File: src/rtl/spi_slave_if.sv
// SPI mode-0 slave, oversampled by the system clock: synchronizes cs/sck/mosi,
// shifts one WIDTH-bit word each way per frame and flags frames of the wrong length.
`timescale 1ns/1ps
module spi_slave_if #(
    parameter int               WIDTH = 16,
    parameter logic [WIDTH-1:0] FILL  = 16'h0000
) (
    input  logic             clk,
    input  logic             rst_in,
    input  logic             cs,
    input  logic             sck,
    input  logic             mosi,
    output logic             miso,
    output logic             miso_oe,
    input  logic [WIDTH-1:0] tx_data,
    input  logic             tx_valid,
    output logic             tx_ack,
    output logic [WIDTH-1:0] rx_data,
    output logic             rx_valid,
    output logic             frame_err,
    output logic             busy
);
    localparam int             CW       = $clog2(WIDTH + 2);
    localparam logic [CW-1:0]  CNT_FULL = CW'(WIDTH);
    localparam logic [CW-1:0]  CNT_SAT  = CW'(WIDTH + 1);

    typedef enum logic [1:0] {IDLE, SHIFT, DONE} state_t;

    state_t           state;
    logic             cs_s1, cs_s2, cs_d;
    logic             sck_s1, sck_s2, sck_d;
    logic             mosi_s1, mosi_s2;
    logic             cs_seen_high;
    logic [WIDTH-1:0] tx_shift;
    logic [WIDTH-1:0] rx_shift;
    logic [CW-1:0]    bit_cnt;

    logic cs_fall, cs_rise, sck_rise, sck_fall;

    assign cs_fall  = cs_d & ~cs_s2;
    assign cs_rise  = ~cs_d & cs_s2;
    assign sck_rise = ~sck_d & sck_s2;
    assign sck_fall = sck_d & ~sck_s2;

    // The cs synchronizer clears to 0, so the pad is only enabled once cs has been seen high
    // since reset; otherwise a cs held low through reset would drive miso without a frame.
    assign miso_oe = ~cs_s2 & cs_seen_high;
    assign miso    = (state == SHIFT && bit_cnt < CNT_FULL) ? tx_shift[WIDTH-1] : 1'b0;
    assign busy    = (state != IDLE);

    always_ff @(posedge clk) begin
        if (rst_in) begin
            state        <= IDLE;
            cs_s1        <= 1'b0;
            cs_s2        <= 1'b0;
            cs_d         <= 1'b0;
            sck_s1       <= 1'b0;
            sck_s2       <= 1'b0;
            sck_d        <= 1'b0;
            mosi_s1      <= 1'b0;
            mosi_s2      <= 1'b0;
            cs_seen_high <= 1'b0;
            tx_shift     <= '0;
            rx_shift     <= '0;
            bit_cnt      <= '0;
            rx_data      <= '0;
            tx_ack       <= 1'b0;
            rx_valid     <= 1'b0;
            frame_err    <= 1'b0;
        end else begin
            cs_s1   <= cs;
            cs_s2   <= cs_s1;
            cs_d    <= cs_s2;
            sck_s1  <= sck;
            sck_s2  <= sck_s1;
            sck_d   <= sck_s2;
            mosi_s1 <= mosi;
            mosi_s2 <= mosi_s1;
            if (cs_s2) cs_seen_high <= 1'b1;

            tx_ack    <= 1'b0;
            rx_valid  <= 1'b0;
            frame_err <= 1'b0;

            case (state)
                IDLE: begin
                    if (cs_fall) begin
                        state   <= SHIFT;
                        bit_cnt <= '0;
                        if (tx_valid) begin
                            tx_shift <= tx_data;
                            tx_ack   <= 1'b1;
                        end else begin
                            tx_shift <= FILL;
                        end
                    end
                end
                SHIFT: begin
                    if (cs_rise) begin
                        state <= DONE;
                        if (bit_cnt == CNT_FULL) begin
                            rx_data  <= rx_shift;
                            rx_valid <= 1'b1;
                        end else begin
                            frame_err <= 1'b1;
                        end
                    end else begin
                        if (sck_fall) tx_shift <= {tx_shift[WIDTH-2:0], 1'b0};
                        // Counting continues one past WIDTH so overlong frames stay detectable.
                        if (sck_rise) begin
                            if (bit_cnt < CNT_FULL) rx_shift <= {rx_shift[WIDTH-2:0], mosi_s2};
                            if (bit_cnt != CNT_SAT) bit_cnt <= bit_cnt + 1'b1;
                        end
                    end
                end
                DONE:    state <= IDLE;
                default: state <= IDLE;
            endcase
        end
    end
endmodule

File: config.mk
export PLATFORM = sky130hd
export DESIGN_NAME = spi_slave_if
export DESIGN_NICKNAME = d
export VERILOG_FILES = /design/src/rtl/spi_slave_if.sv
export SDC_FILE = /design/constraint.sdc
export NUM_CORES = 1
export LEC_CHECK = 0
export ABC_AREA = 1
export CORE_MARGIN = 3
export CORE_UTILIZATION = 40
export CTS_CLUSTER_DIAMETER = 120
export CTS_CLUSTER_SIZE = 28
export DETAILED_ROUTE_END_ITERATION = 10
export DONT_BUFFER_PORTS = 1
export PLACE_DENSITY = 0.65
export SLEW_MARGIN = 20
export SYNTH_ARGS = -nofsm -noshare
export SYNTH_HDL_FRONTEND = slang
export SYNTH_SLANG_ARGS = --single-unit
export TNS_END_PERCENT = 50
File: constraint.sdc
create_clock -name clk -period 3 [get_ports clk]
set_input_delay 0.6 -clock clk [delete_from_list [all_inputs] [get_ports clk]]
set_output_delay 0.6 -clock clk [all_outputs]
set_load 0.005 [all_outputs]
==> results of run 1 <==
layout by cell type, fill, tap and decap left out, types with 2 or more instances in the layout:
cell type  instances
nand2_1           82
ha_1               3
nor2_1           117
nor2_4             3
a21oi_1            8
clkbuf_8          11
o21ai_0           44
nand3_1           13
nand4_1            2
o21ai_1            4
inv_1             19
dfxtp_1           67
inv_2              4
bufinv_16          2
metrics by stage:
stage          setup WS (ns)  cell area (um^2)
5_1_grt               0.8011              3032
2_1_floorplan          1.516              2825
3_3_place_gp           1.177              2804
6_report              0.9291              3032
3_5_place_dp           1.119              2804
4_1_cts               0.8971              3032
power by group through the flow:
stage / logic (mW) / clock network [mW] / registers, mW
global route: 0.130 / 0.898 / 0.930
floorplan: 0.104 / 0 / 0.944
global placement: 0.107 / 0 / 0.947
finish: 0.109 / 0.840 / 0.928
detailed placement: 0.109 / 0 / 0.948
CTS: 0.109 / 0.863 / 0.928
cell type report:
cell class,count,area (um^2)
fillers,717,3800
flip-flops and latches,67,1341
multi-input cells,282,1249
clock buffers,12,155.1
well taps,96,120.1
inverters,23,86.33
clock inverters,4,72.57
repair buffers,1,7.507
registers in the layout, summed over array words and instances, names as in the netlist:
signal and count:
state 2, bit_cnt 5, cs_seen_high 1, sck_s1 1, sck_d 1, cs_s2 1, cs_d 1, rx_shift 16
rx_data 16, frame_err 1, tx_ack 1, rx_valid 1, mosi_s1 1, sck_s2 1, mosi_s2 1, tx_shift 16
cs_s1 1
Yosys cell counts, types with 2 or more instances:
cell type	instances
a21oi_1	8
inv_1	19
o21ai_1	4
nor2_4	3
nor2_1	117
nand4_1	2
ha_1	3
buf_6	9
nand3_1	13
clkbuf_1	5
inv_2	4
nand2_1	82
buf_2	2
dfxtp_1	67
buf_1	3
o21ai_0	44
routing by layer:
layer	part of all wire	track usage
met4	0.0090	0.04209
met5	0	0
met2	0.47	0.2371
met3	0.054	0.04770
met1	0.47	0.1653
worst reg2reg max path, stage by stage, from the launching register on:
cell	delay (ns)
dfxtp_1	0.34
inv_2	0.05
nor2_4	0.26
nand3_1	0.23
nor2_4	0.35
inv_2	0.23
nor2_1	0.16
nor2_1	0.06
worst min-delay path by stage:
stage	start	end	cells after the start
after global placement	cs_s1	cs_s2	2
after floorplan	cs_s1	cs_s2	2
after detailed placement	cs_s1	cs_s2	2
after global routing	rst_in	mosi_s1	1
after CTS	rst_in	bit_cnt[2]	1
final	rst_in	cs_s1	1
kinds of logic after synthesis:
family                     Yosys count
adders and majority gates            3
AOI/OAI and AO/OA                   57
DFF                                 67
buffers and inverters               43
and+or+nand+nor                    222
==> summary.md, run 1 <==
| Metric | Value |
|---|---|
| Main synth FF type | `dfxtp_1` |
| Switch Pwr | `0.4109 mW` |
| Reg2reg path depth | `7` |
| Setup_tns | `0 ns` |
| Cell total after placement | `approximately 470` |
| Sequential area share after synthesis | `0.4748` |
| CTS tree | `built` |
| WL/cell | `approximately 11 um` |
| #FFs+latches synth | `between 60 and 70` |
| Max Cap Viol | `0` |
| XOR/XNOR Fraction of Synth Area | `0` |
| Largest net degree at the start of global routing | `40` |
| Outcome | `complete, no violations` |
| Syn_area_per_cell | `7.207 um^2` |
| Area grow syn2layout | `7.307%` |
| Synth Area in Compound Gates | `0.1050` |
| First-pass GRT wire length | `around 9.4 mm` |
| Nets | `a little over 400` |
| Net Count, Synth | `417` |
| Final WL | `roughly 5.3 mm` |
| Ys async rst share | `0` |
| Reg2reg start | `state[0]` |
| CP max stage cell | `dfxtp_1` |
| Main combinational cell family by area after synthesis | `simple AND/OR/NAND/NOR gates` |
| Vias in the first global route | `~2200` |
| P_int | `around 1.5 mW` |
| DRC violations left | `0` |
| Post-route ant nets | `0` |
| CTS Buffer Depth | `2` |
| Die Y | `approximately 90 um` |
| CP required | `~2.4 ns` |
| Worst-margin pin slew | `about 0.96 ns` |
| CP Capture Type | `output pin` |
| Fin crit share | `0.6903` |
| Core Rows | `30` |
| Share of the synthesized area in the top cell type | `0.4748` |
| Total grt overflow | `0` |
| Critical Path Source | `state[0]` |
| Startpoint types | `flip-flop` |
| Clk_lat worst skew | `~0.33 ns` |
| Setup CP Type | `reg2out` |
| Top cells by area, synth | `dfxtp_1 (47%), nor2_1 (16%), nand2_1 (11%), o21ai_0 (7.8%), buf_6 (3.6%)` |
| Yosys Warn Count | `0` |
| Worst-path maximum fanout | `33` |
| Combinational share of power | `0.058` |
| Post-CTS sizing | `0` |
| CTS root buf | `clkbuf_8` |
| CP bufs+invs | `2` |
| Area leader, netlist | `dfxtp_1` |
| VDD IR max | `roughly 260 uV` |
| Most used cell, CP | `inv_2` |
| Post-cts hold buffer count | `0` |
| I/O Pins | `44` |
| Cell family with most CP delay | `simple AND/OR/NAND/NOR gates` |
| Vias/cell | `between 4 and 5` |
| Die Span X | `90.04 um` |
| Max Slew Vio Count | `0` |
| Initial Util | `0.4136` |
| Endpoints failing hold | `0` |
| Mapped cell area | `about 2800 um^2` |
| Drt pass-1 iters | `4` |
| Flop2flop setup slack | `approximately 1.2 ns` |
| Routed via count | `2265` |
| Adder-Cell Fraction of Synth Area | `0.01329` |
| RSZ-0062 raised after global routing | `no` |
| Final min period | `around 2.1 ns` |
| Power share of the clock group | `0.448` |
| Hold Crit Class | `in2reg` |
| Fmax | `roughly 480 MHz` |
| Worst setup path endpoint | `miso` |
| Post-DP HPWL | `roughly 3.4 mm` |
| GP Congestion | `between 0.8 and 0.9` |
| Total power | `1.876 mW` |
| Total CTS buffers | `9` |
| Clk sinks | `67` |
| Drt initial violations | `124` |
| Reg-to-reg endpoint | `rx_data[7]` |
| Switch share | `0.2190` |
| Post-synth EDFFs | `0` |
| Worst path cell trace | `inv_2 > nor2_4 > inv_2 > nor2_1` |
| Leak Pwr | `roughly 1.3 nW` |
| Unique masters post-synth | `23` |
| Synth Area in Simple Gates | `0.3237` |
| CTS HTree Levels | `3` |
| Final Setup Violations | `0` |
| Die area | `approximately 8000 um^2` |
| I/O Buffers | `0` |
| Worst hold slack | `0.3312 ns` |
| Sequential share of power | `0.495` |
| CP peak stage delay | `0.34 ns` |
| Setup Buffers After CTS | `0` |
| CTS clock-pin slew for the worst setup and hold paths | `about 0.07 ns` |
| Worst path depth | `4` |
| Pwr per Cell Area | `between 600 and 700 nW/um^2` |
| Non-Filler Instances | `just under 500` |
| GRT Overall Usage | `0.1392` |
| Multiplexer share of the synthesized area | `0` |
| Rel. slew slack | `0.3575` |
| Clk_skew | `around 0.0074 ns` |
| Initial antenna violation count | `0` |
| Core Area | `6832 um^2` |
| Share of layout cells above drive strength 1 | `0.07198` |
| Antenna cells | `0` |
| Utilization after layout | `0.4438` |
| Worst path arrival time | `1.47 ns` |
| Cell count after synthesis | `around 390` |
(Power assumes the default switching activity.)
==> run 2: changes to the inputs <==
==> constraint.sdc (replaced) <==
create_clock -name clk -period 2 [get_ports clk]
set_input_delay 0.4 -clock clk [delete_from_list [all_inputs] [get_ports clk]]
set_output_delay 0.4 -clock clk [all_outputs]
set_load 0.005 [all_outputs]
==> run 2 against run 1 <==
Against the previous run: power up 50%; via count up 1.5%; hold slack got worse by 0.21 ns; sequential share of layout area is 0.42 points lower; combinational power increased by 52%; count of clock-buffer cells in the layout down 1; register-to-register slack worse by 0.84 ns; sequential power up 50%; flip-flop and latch count is the same; critical endpoint unchanged.
==> summary.md, run 2 (same netlist as run 1, synthesis figures left out) <==
| Metric | Value |
|---|---|
| Outcome | `complete, no violations` |
| Clk_skew | `0.01188 ns (+0.004433 ns)` |
| Vias/cell | `4.721 (+1.1%)` |
| Vias in the first global route | `2141 (-1.2%)` |
| CTS HTree Levels | `3 (unchanged)` |
| Flop2flop setup slack | `0.36 ns (-0.84 ns)` |
| I/O Pins | `44 (unchanged)` |
| Max Cap Viol | `0 (unchanged)` |
| DRC violations left | `0 (unchanged)` |
| I/O Buffers | `0 (unchanged)` |
| Worst path depth | `4 (unchanged)` |
| Worst-margin pin slew | `0.3541 ns (-0.6085 ns)` |
| GR peak layer | `met2` |
| Worst path arrival time | `1.43 ns (-0.04 ns)` |
| Max Slew Vio Count | `0 (unchanged)` |
| Final WL | `5.439 mm (+2.4%)` |
| GRT Overall Usage | `0.1463 (+0.007108)` |
| Pwr per Cell Area | `922.4 nW/um^2 (+49%)` |
| CP required | `1.60 ns (-0.80 ns)` |
| GRT met1 Usage | `0.1769 (+0.01164)` |
| CTS clock-pin slew for the worst setup and hold paths | `0.07 ns (about the same)` |
| Nets | `411 (+0.49%)` |
| Non-Filler Instances | `487 (+0.41%)` |
| Fin crit share | `0.9154` |
| Routed via count | `2299 (+1.5%)` |
| CTS root buf | `clkbuf_8` |
| Final Setup Violations | `0 (unchanged)` |
| Setup CP Type | `reg2out` |
| WL/cell | `11.17 um (+1.9%)` |
| Critical Path Source | `state[0]` |
| Worst-path maximum fanout | `33 (unchanged)` |
| FF/Latch Area | `1341 um^2 (unchanged)` |
| Met2 GRT Util | `0.2346 (-0.002489)` |
| CTS Buffer Depth | `2 (unchanged)` |
| Area of the multi-input gates | `1249 um^2 (unchanged)` |
| GP Congestion | `0.7744 (-6.2%)` |
| Post-route ant nets | `0 (unchanged)` |
| Core Area | `6832 um^2 (unchanged)` |
| Endpoints failing hold | `0 (unchanged)` |
| Clk sinks | `67 (unchanged)` |
| Drt pass-1 iters | `4 (unchanged)` |
| Die Y | `90.04 um (unchanged)` |
| Most frequent cells in the layout | `nor2_1 (117), nand2_1 (82), dfxtp_1 (67)` |
| Reg2reg path depth | `7 (unchanged)` |
| Total CTS buffers | `9 (unchanged)` |
| Initial antenna violation count | `0 (unchanged)` |
| Post-DP HPWL | `3.492 mm (+1.5%)` |
| Reg2reg start | `state[0]` |
| Total grt overflow | `0 (unchanged)` |
| Initial Util | `0.4136 (unchanged)` |
| Worst setup path endpoint | `miso` |
| CP peak stage delay | `0.35 ns (about the same)` |
| Most common cell after layout, fill and taps aside | `nor2_1` |
| Cell total after placement | `471 (+0.43%)` |
| Reg-to-reg endpoint | `rx_data[3]` |
| Worst path cell trace | `inv_2 > nor2_4 > inv_4 > nor2_1` |
| M3 GR Usage | `0.06109 (+0.01339)` |
| Clk_lat worst skew | `0.34 ns (about the same)` |
| First-pass GRT wire length | `9.763 mm (+3.7%)` |
| Leak Pwr | `1.341 nW (+1.0%)` |
| Drt initial violations | `92 (-26%)` |
| Largest registers | `rx_data: 16 flops, rx_shift: 16 flops, tx_shift: 16 flops` |
| CP Capture Type | `output pin` |
| Largest net degree at the start of global routing | `43 (+7.5%)` |
| Rel. slew slack | `0.7633 (+0.4058)` |
| Startpoint types | `flip-flop` |
| Fmax | `546.2 MHz` |
| Antenna cells | `0 (unchanged)` |
| Fillers | `743 (+3.6%)` |
| Core Rows | `30 (unchanged)` |
| CP max stage cell | `dfxtp_1` |
| Final min period | `1.831 ns` |
| Area grow syn2layout | `8.326%` |
| RSZ-0062 raised after global routing | `no` |
| Cell family with most CP delay | `simple AND/OR/NAND/NOR gates` |
| Hold Crit Class | `in2reg` |
| CP bufs+invs | `2 (unchanged)` |
| VDD IR max | `429.0 uV (+68%)` |
| Die Span X | `90.04 um (unchanged)` |
| Share of layout cells above drive strength 1 | `0.07673 (+0.004747)` |
| Setup_tns | `0 ns (unchanged)` |
| Die area | `8107 um^2 (unchanged)` |
| CTS tree | `built` |
[run 2: cell count changes in the layout (fill, tap and decap cells not counted), sizes merged]
| cell | before | now |
|---|---|---|
| inv | 23 | 24 |
| clkbuf | 12 | 11 |
| buf | 1 | 3 |
[run 2: power breakdown]
part           internal [mW]  switching, mW
clock network          0.743          0.522
logic                 0.0627          0.104
registers               1.37         0.0216
[run 2: routing by layer]
layer / part of all wire / routed length, um
met5: 0 / 0
met4: 0.0086 / 47
met3: 0.061 / 334
met2: 0.47 / 2557
met1: 0.46 / 2500
[run 2: timing repair]
action | in CTS | in global routing
hold endpoints to repair | 0 | 0
gates resized for setup | 0 | 2
endpoints found under the setup margin | 0 | 1
setup buffers | 0 | 0
hold buffers | 0 | 0
[run 2: area by class of cell]
cell class	instances	area share
flip-flops and latches	67	0.4383
multi-input cells	282	0.4080
clock buffers	11	0.04620
well taps	96	0.03925
inverters	23	0.02903
clock inverters	5	0.02780
repair buffers	3	0.01145
[run 2: how the worst min path moves through the flow]
stage | start | endpoint | slack, ns | cells past startpoint
final | rst_in | sck_s1 | 0.12 | 1
after global routing | rst_in | sck_s2 | 0.09 | 1
after CTS | rst_in | sck_s1 | 0.10 | 1
after detailed placement | sck_s1 | sck_s2 | 0.40 | 2
after global placement | mosi_s1 | mosi_s2 | 0.40 | 2
after floorplan | cs_s1 | cs_s2 | 0.39 | 2
[run 2: worst register-to-register path: stages, from the launching register on]
cell	delay [ns]
dfxtp_1	0.35
inv_2	0.06
nor2_4	0.29
nand3_1	0.23
nor2_4	0.23
inv_2	0.18
nor2_1	0.14
nor2_1	0.06
[run 2: through the flow]
step,power [mW],util,setup slack (ns),hold slack [ns],area [um^2]
2_1_floorplan,1.572,-,0.7161,0.3883,2825
3_3_place_gp,1.586,0.4145,0.4910,0.3950,2831
3_5_place_dp,1.590,0.4145,0.4151,0.3961,2831
4_1_cts,2.856,0.4476,0.06203,0.1032,3058
5_1_grt,2.955,0.4480,0.01973,0.09333,3060
6_report,2.823,0.4480,0.1692,0.1190,3060
==> edit 1: new RTL, flow settings as in run 2 <==
Set the parameter `WIDTH` to 32 (it was 16).
--- a/src/rtl/spi_slave_if.sv
+++ b/src/rtl/spi_slave_if.sv
@@ -4,3 +4,3 @@
 module spi_slave_if #(
-    parameter int               WIDTH = 16,
+    parameter int               WIDTH = 32,
     parameter logic [WIDTH-1:0] FILL  = 16'h0000
Ports: changed (resized rx_data and tx_data); port bits go from 44 to 76. No check against the original RTL was run, so the function may have changed too.
==> edit 1 against run 2 <==
Design area is 74% higher. Wire length is 85% higher. Sequential cell count is 49 higher. Cell count is 56% higher. Highest routed layer unchanged. Synthesized cell count is 58% higher. Power is 110% higher. Synthesized area is 68% higher. Worst setup slack better by 37 ps. Via count is 66% higher. Critical endpoint is now rx_data[20]$_SDFFE_PP0P_.
==> edit 1: results (changes against run 2) <==
| Metric | Value |
|---|---|
| CTS H-Tree Depth | 4 (was 3) |
| Crit path largest cell delay | 400 ps (was 350 ps) |
| GR Layer Usage met2 | 0.245 (was 0.235) |
| Layout cell share with drive strength beyond 1 | 0.0976 (was 0.0767) |
| Setup ws final | 206 ps (was 169 ps) |
| Synthesized Nets | 659 (was 417) |
| Largest regs | rx_data x32, rx_shift x32, tx_shift x32 (was rx_data x16, rx_shift x16, tx_shift x16) |
| Min-Delay Endpoint | mosi_s1$_SDFF_PP0_ (was sck_s1$_SDFF_PP0_) |
| Vias in the first global route | 3558 (was 2141) |
| CP Capture Point | rx_data[20]$_SDFFE_PP0P_ (was miso) |
| Max IR drop VDD | 422 uV (was 429 uV) |
| Clk_lat worst skew | 400 ps (was 340 ps) |
| Routed length per instance | 13.2 um (was 11.2 um) |
| Hpwl dp | 6.29 mm (was 3.49 mm) |
| Measured slew at the worst slew-check pin | 569 ps (was 354 ps) |
| Reg clk slew, reported paths | 50 ps (was 70 ps) |
| Total track usage | 0.157 (was 0.146) |
| Nets | 643 (was 411) |
| Met3 Track Usage GR | 0.0611 (about the same) |
| DR iter-0 viols | 276 (was 92) |
| WS Path Type | register to register (was register to output pin) |
| Root Buffer | clkbuf_16 (was clkbuf_8) |
| Met3 wire length | 659 um (was 334 um) |
| Worst r2r src | bit_cnt[0]$_SDFFE_PP0P_ (was state[0]$_SDFFE_PP0P_) |
| Largest net degree at the start of global routing | 69 (was 43) |
| Place WS | 201 ps (was 415 ps) |
| Leak Pwr | 2.17 nW (was 1.34 nW) |
| Clock power frac | 0.546 (was 0.448) |
| First-pass GRT wire length | 16.7 mm (was 9.76 mm) |
| Crit path DAT | 2090 ps (was 1430 ps) |
| Status | finished, final reports clean (unchanged) |
| Drt pass-1 iters | 5 (was 4) |
| Compound-Gate Fraction of Synth Area | 0.172 (was 0.105) |
| CTS buffer count | 17 (was 9) |
| Combinational share of power | 0.042 (was 0.059) |
| Met2 wire len | 4.78 mm (was 2.56 mm) |
| Leading post-synthesis cells by cell area | dfxtp_1 (49%), nor2_1 (11%), o21ai_0 (11%) (was dfxtp_1 (47%), nor2_1 (16%), nand2_1 (11%)) |
| Post-synth top cells | nor2_1 (145), dfxtp_1 (116), o21ai_0 (105) (was nor2_1 (117), nand2_1 (82), dfxtp_1 (67)) |
| M1 GR Usage | 0.194 (was 0.177) |
[edit 1: changes by cell type after synthesis, sizes merged]
cell,before,now
o21ai,48,126
dfxtp,67,116
inv,23,56
buf,15,21
a31oi,0,1
a21oi,9,36
nand2,84,34
clkbuf,5,20
nor2,120,156
or2,0,1
clkinv,0,1
nor3,0,1
nand3,14,42
[edit 1: layout make-up]
| class | instances | area (um^2) |
|---|---|---|
| fill | 1121 | 6190 |
| sequential | 116 | 2320 |
| tap | 143 | 179 |
| clock buffer | 20 | 447 |
| multi-input combinational | 404 | 1920 |
| clock inverter | 12 | 179 |
| inverter | 57 | 219 |
| timing repair buffer | 6 | 57.6 |
[edit 1: metrics by stage]
stage / instance area (um^2) / instances
finish: 5330 / 758
global route: 5330 / 758
CTS: 5330 / 758
detailed placement: 4700 / 726
global placement: 4700 / 726
floorplan: 4740 / 618
==> edit 2: new RTL, flow settings as in run 2 <==
Without the edit above. Compare `bit_cnt` against `CNT_FULL` with >= in place of ==.
--- a/src/rtl/spi_slave_if.sv
+++ b/src/rtl/spi_slave_if.sv
@@ -100,3 +100,3 @@
                         state <= DONE;
-                        if (bit_cnt == CNT_FULL) begin
+                        if (bit_cnt >= CNT_FULL) begin
                             rx_data  <= rx_shift;
Behaviour: same outputs for any inputs over 10 cycles, from zero or initial values and one cycle with rst_in high; that may be too few to reach the edited logic, so the function may still have changed.
==> edit 2 against run 2 <==
Wire length fell by 0.28%. Non-clock buffer count did not move. Synthesized area rose by 0.27%. Maximum frequency rose by 8.6%. Count of clock-buffer cells in the layout fell by 1. Power fell by 6.3%. Worst setup slack improved by 150 ps. Cell count fell by 0.21%. Via count fell by 0.61%. Clock skew fell by 3.4 ps. Sequential cell count did not move. Design area fell by 0.65%. Largest cell class unchanged. Clock power fell by 14%.
==> edit 2: results (changes against run 2) <==
| Metric | Value |
|---|---|
| Largest net degree at the start of global routing | 35 (was 43) |
| Via density per instance | 4.70 (was 4.72) |
| Total track usage | 0.146 (about the same) |
| Sequential area share after synthesis | 0.473 (was 0.475) |
| Largest regs | rx_data x16, rx_shift x16, tx_shift x16 (unchanged) |
| Fill cells | 719 (was 743) |
| Vias in the first global route | 2089 (was 2141) |
| Max IR drop VDD | 530 uV (was 429 uV) |
| Synthesized Nets | 418 (was 417) |
| Leading post-synthesis cells by cell area | dfxtp_1 (47%), nand2_1 (13%), nor2_1 (11%) (was dfxtp_1 (47%), nor2_1 (16%), nand2_1 (11%)) |
| Crit path DAT | 1290 ps (was 1430 ps) |
| First-pass GRT wire length | 9.69 mm (was 9.76 mm) |
| WL met1 | 2.63 mm (was 2.50 mm) |
| Status | finished, final reports clean (unchanged) |
| Met3 Track Usage GR | 0.0552 (was 0.0611) |
| Skew final | 8.50 ps (was 11.9 ps) |
| M1 GR Usage | 0.182 (was 0.177) |
| Layout cell share with drive strength beyond 1 | 0.0744 (was 0.0767) |
| Met2 wire len | 2.39 mm (was 2.56 mm) |
| Routed wire length | 5.42 mm (was 5.44 mm) |
| Leak Pwr | 1.25 nW (was 1.34 nW) |
| Worst Path Max Fanout | 34 (was 33) |
| Gr ovfl total | 0 (unchanged) |
| DR iter-0 viols | 73 (was 92) |
| Met3 wire length | 305 um (was 334 um) |
| Hpwl dp | 3.49 mm (about the same) |
| Measured slew at the worst slew-check pin | 430 ps (was 354 ps) |
| Final Wtd Congestion | 0.734 (was 0.774) |
| Post-synth top cells | nand2_1 (98), nor2_1 (86), dfxtp_1 (67) (was nor2_1 (117), nand2_1 (82), dfxtp_1 (67)) |
| Cell variety after synth | 21 (was 23) |
| GR Layer Usage met2 | 0.221 (was 0.235) |
| Nets | 410 (was 411) |
-- edit 2: cell types whose count changed after synthesis, moves of 12 or more --
cell,change
nor2_1,-31
nand3_1,+15
nand2_1,+16
a21oi_1,+16
o21ai_0,-12
-- edit 2: critical path: stages, from the launching register on --
cell,delay [ps]
dfxtp_1,340
inv_2,70
nor2_8,190
inv_4,170
nor2_1,170
-- edit 2: worst paths after layout --
check                                            from                       end  slack (ps)  cells after the start
worst max-delay path            state[0]$_SDFFE_PP0P_                      miso         310                      4
worst min-delay path                           rst_in   rx_data[1]$_SDFFE_PP0P_         120                      1
worst max register to register  state[0]$_SDFFE_PP0P_  rx_data[11]$_SDFFE_PP0P_         470                      7
worst min register to register     mosi_s1$_SDFF_PP0_        mosi_s2$_SDFF_PP0_         400                      2
-- edit 2: logic make-up (layout without fill, tap and decap cells) --
logic type,Yosys count,count (layout),share of synthesized area
AO/OA/AOI/OAI,57,57,0.105
adder cells (fa/ha/maj),3,3,0.0133
buffers and inverters,45,42,0.0769
flip-flops,67,67,0.473
AND/OR/NAND/NOR,221,221,0.332
-- edit 2: area by class of cell --
cell class,count,area share
sequential,67,0.441
clock inverter,6,0.0218
multi-input combinational,281,0.419
tap,96,0.0395
timing repair buffer,3,0.00741
inverter,23,0.0292
clock buffer,10,0.0420
-- edit 2: power by group --
group	leakage, nW	switching (mW)	internal [mW]	total, mW
clock	0.0885	0.517	0.575	1.09
combinational	0.620	0.106	0.0586	0.164
sequential	0.543	0.0199	1.37	1.39
total	1.25	0.643	2.00	2.65
-- edit 2: through the flow --
stage                     instances  utilization  worst slack [ps]  cell area, um^2
after floorplan                 393            -               704             2830
after global placement          470        0.417               487             2850
after global routing            486        0.445               170             3040
after detailed placement        470        0.417               472             2850
after CTS                       486        0.445               280             3040
final                           486        0.445               315             3040
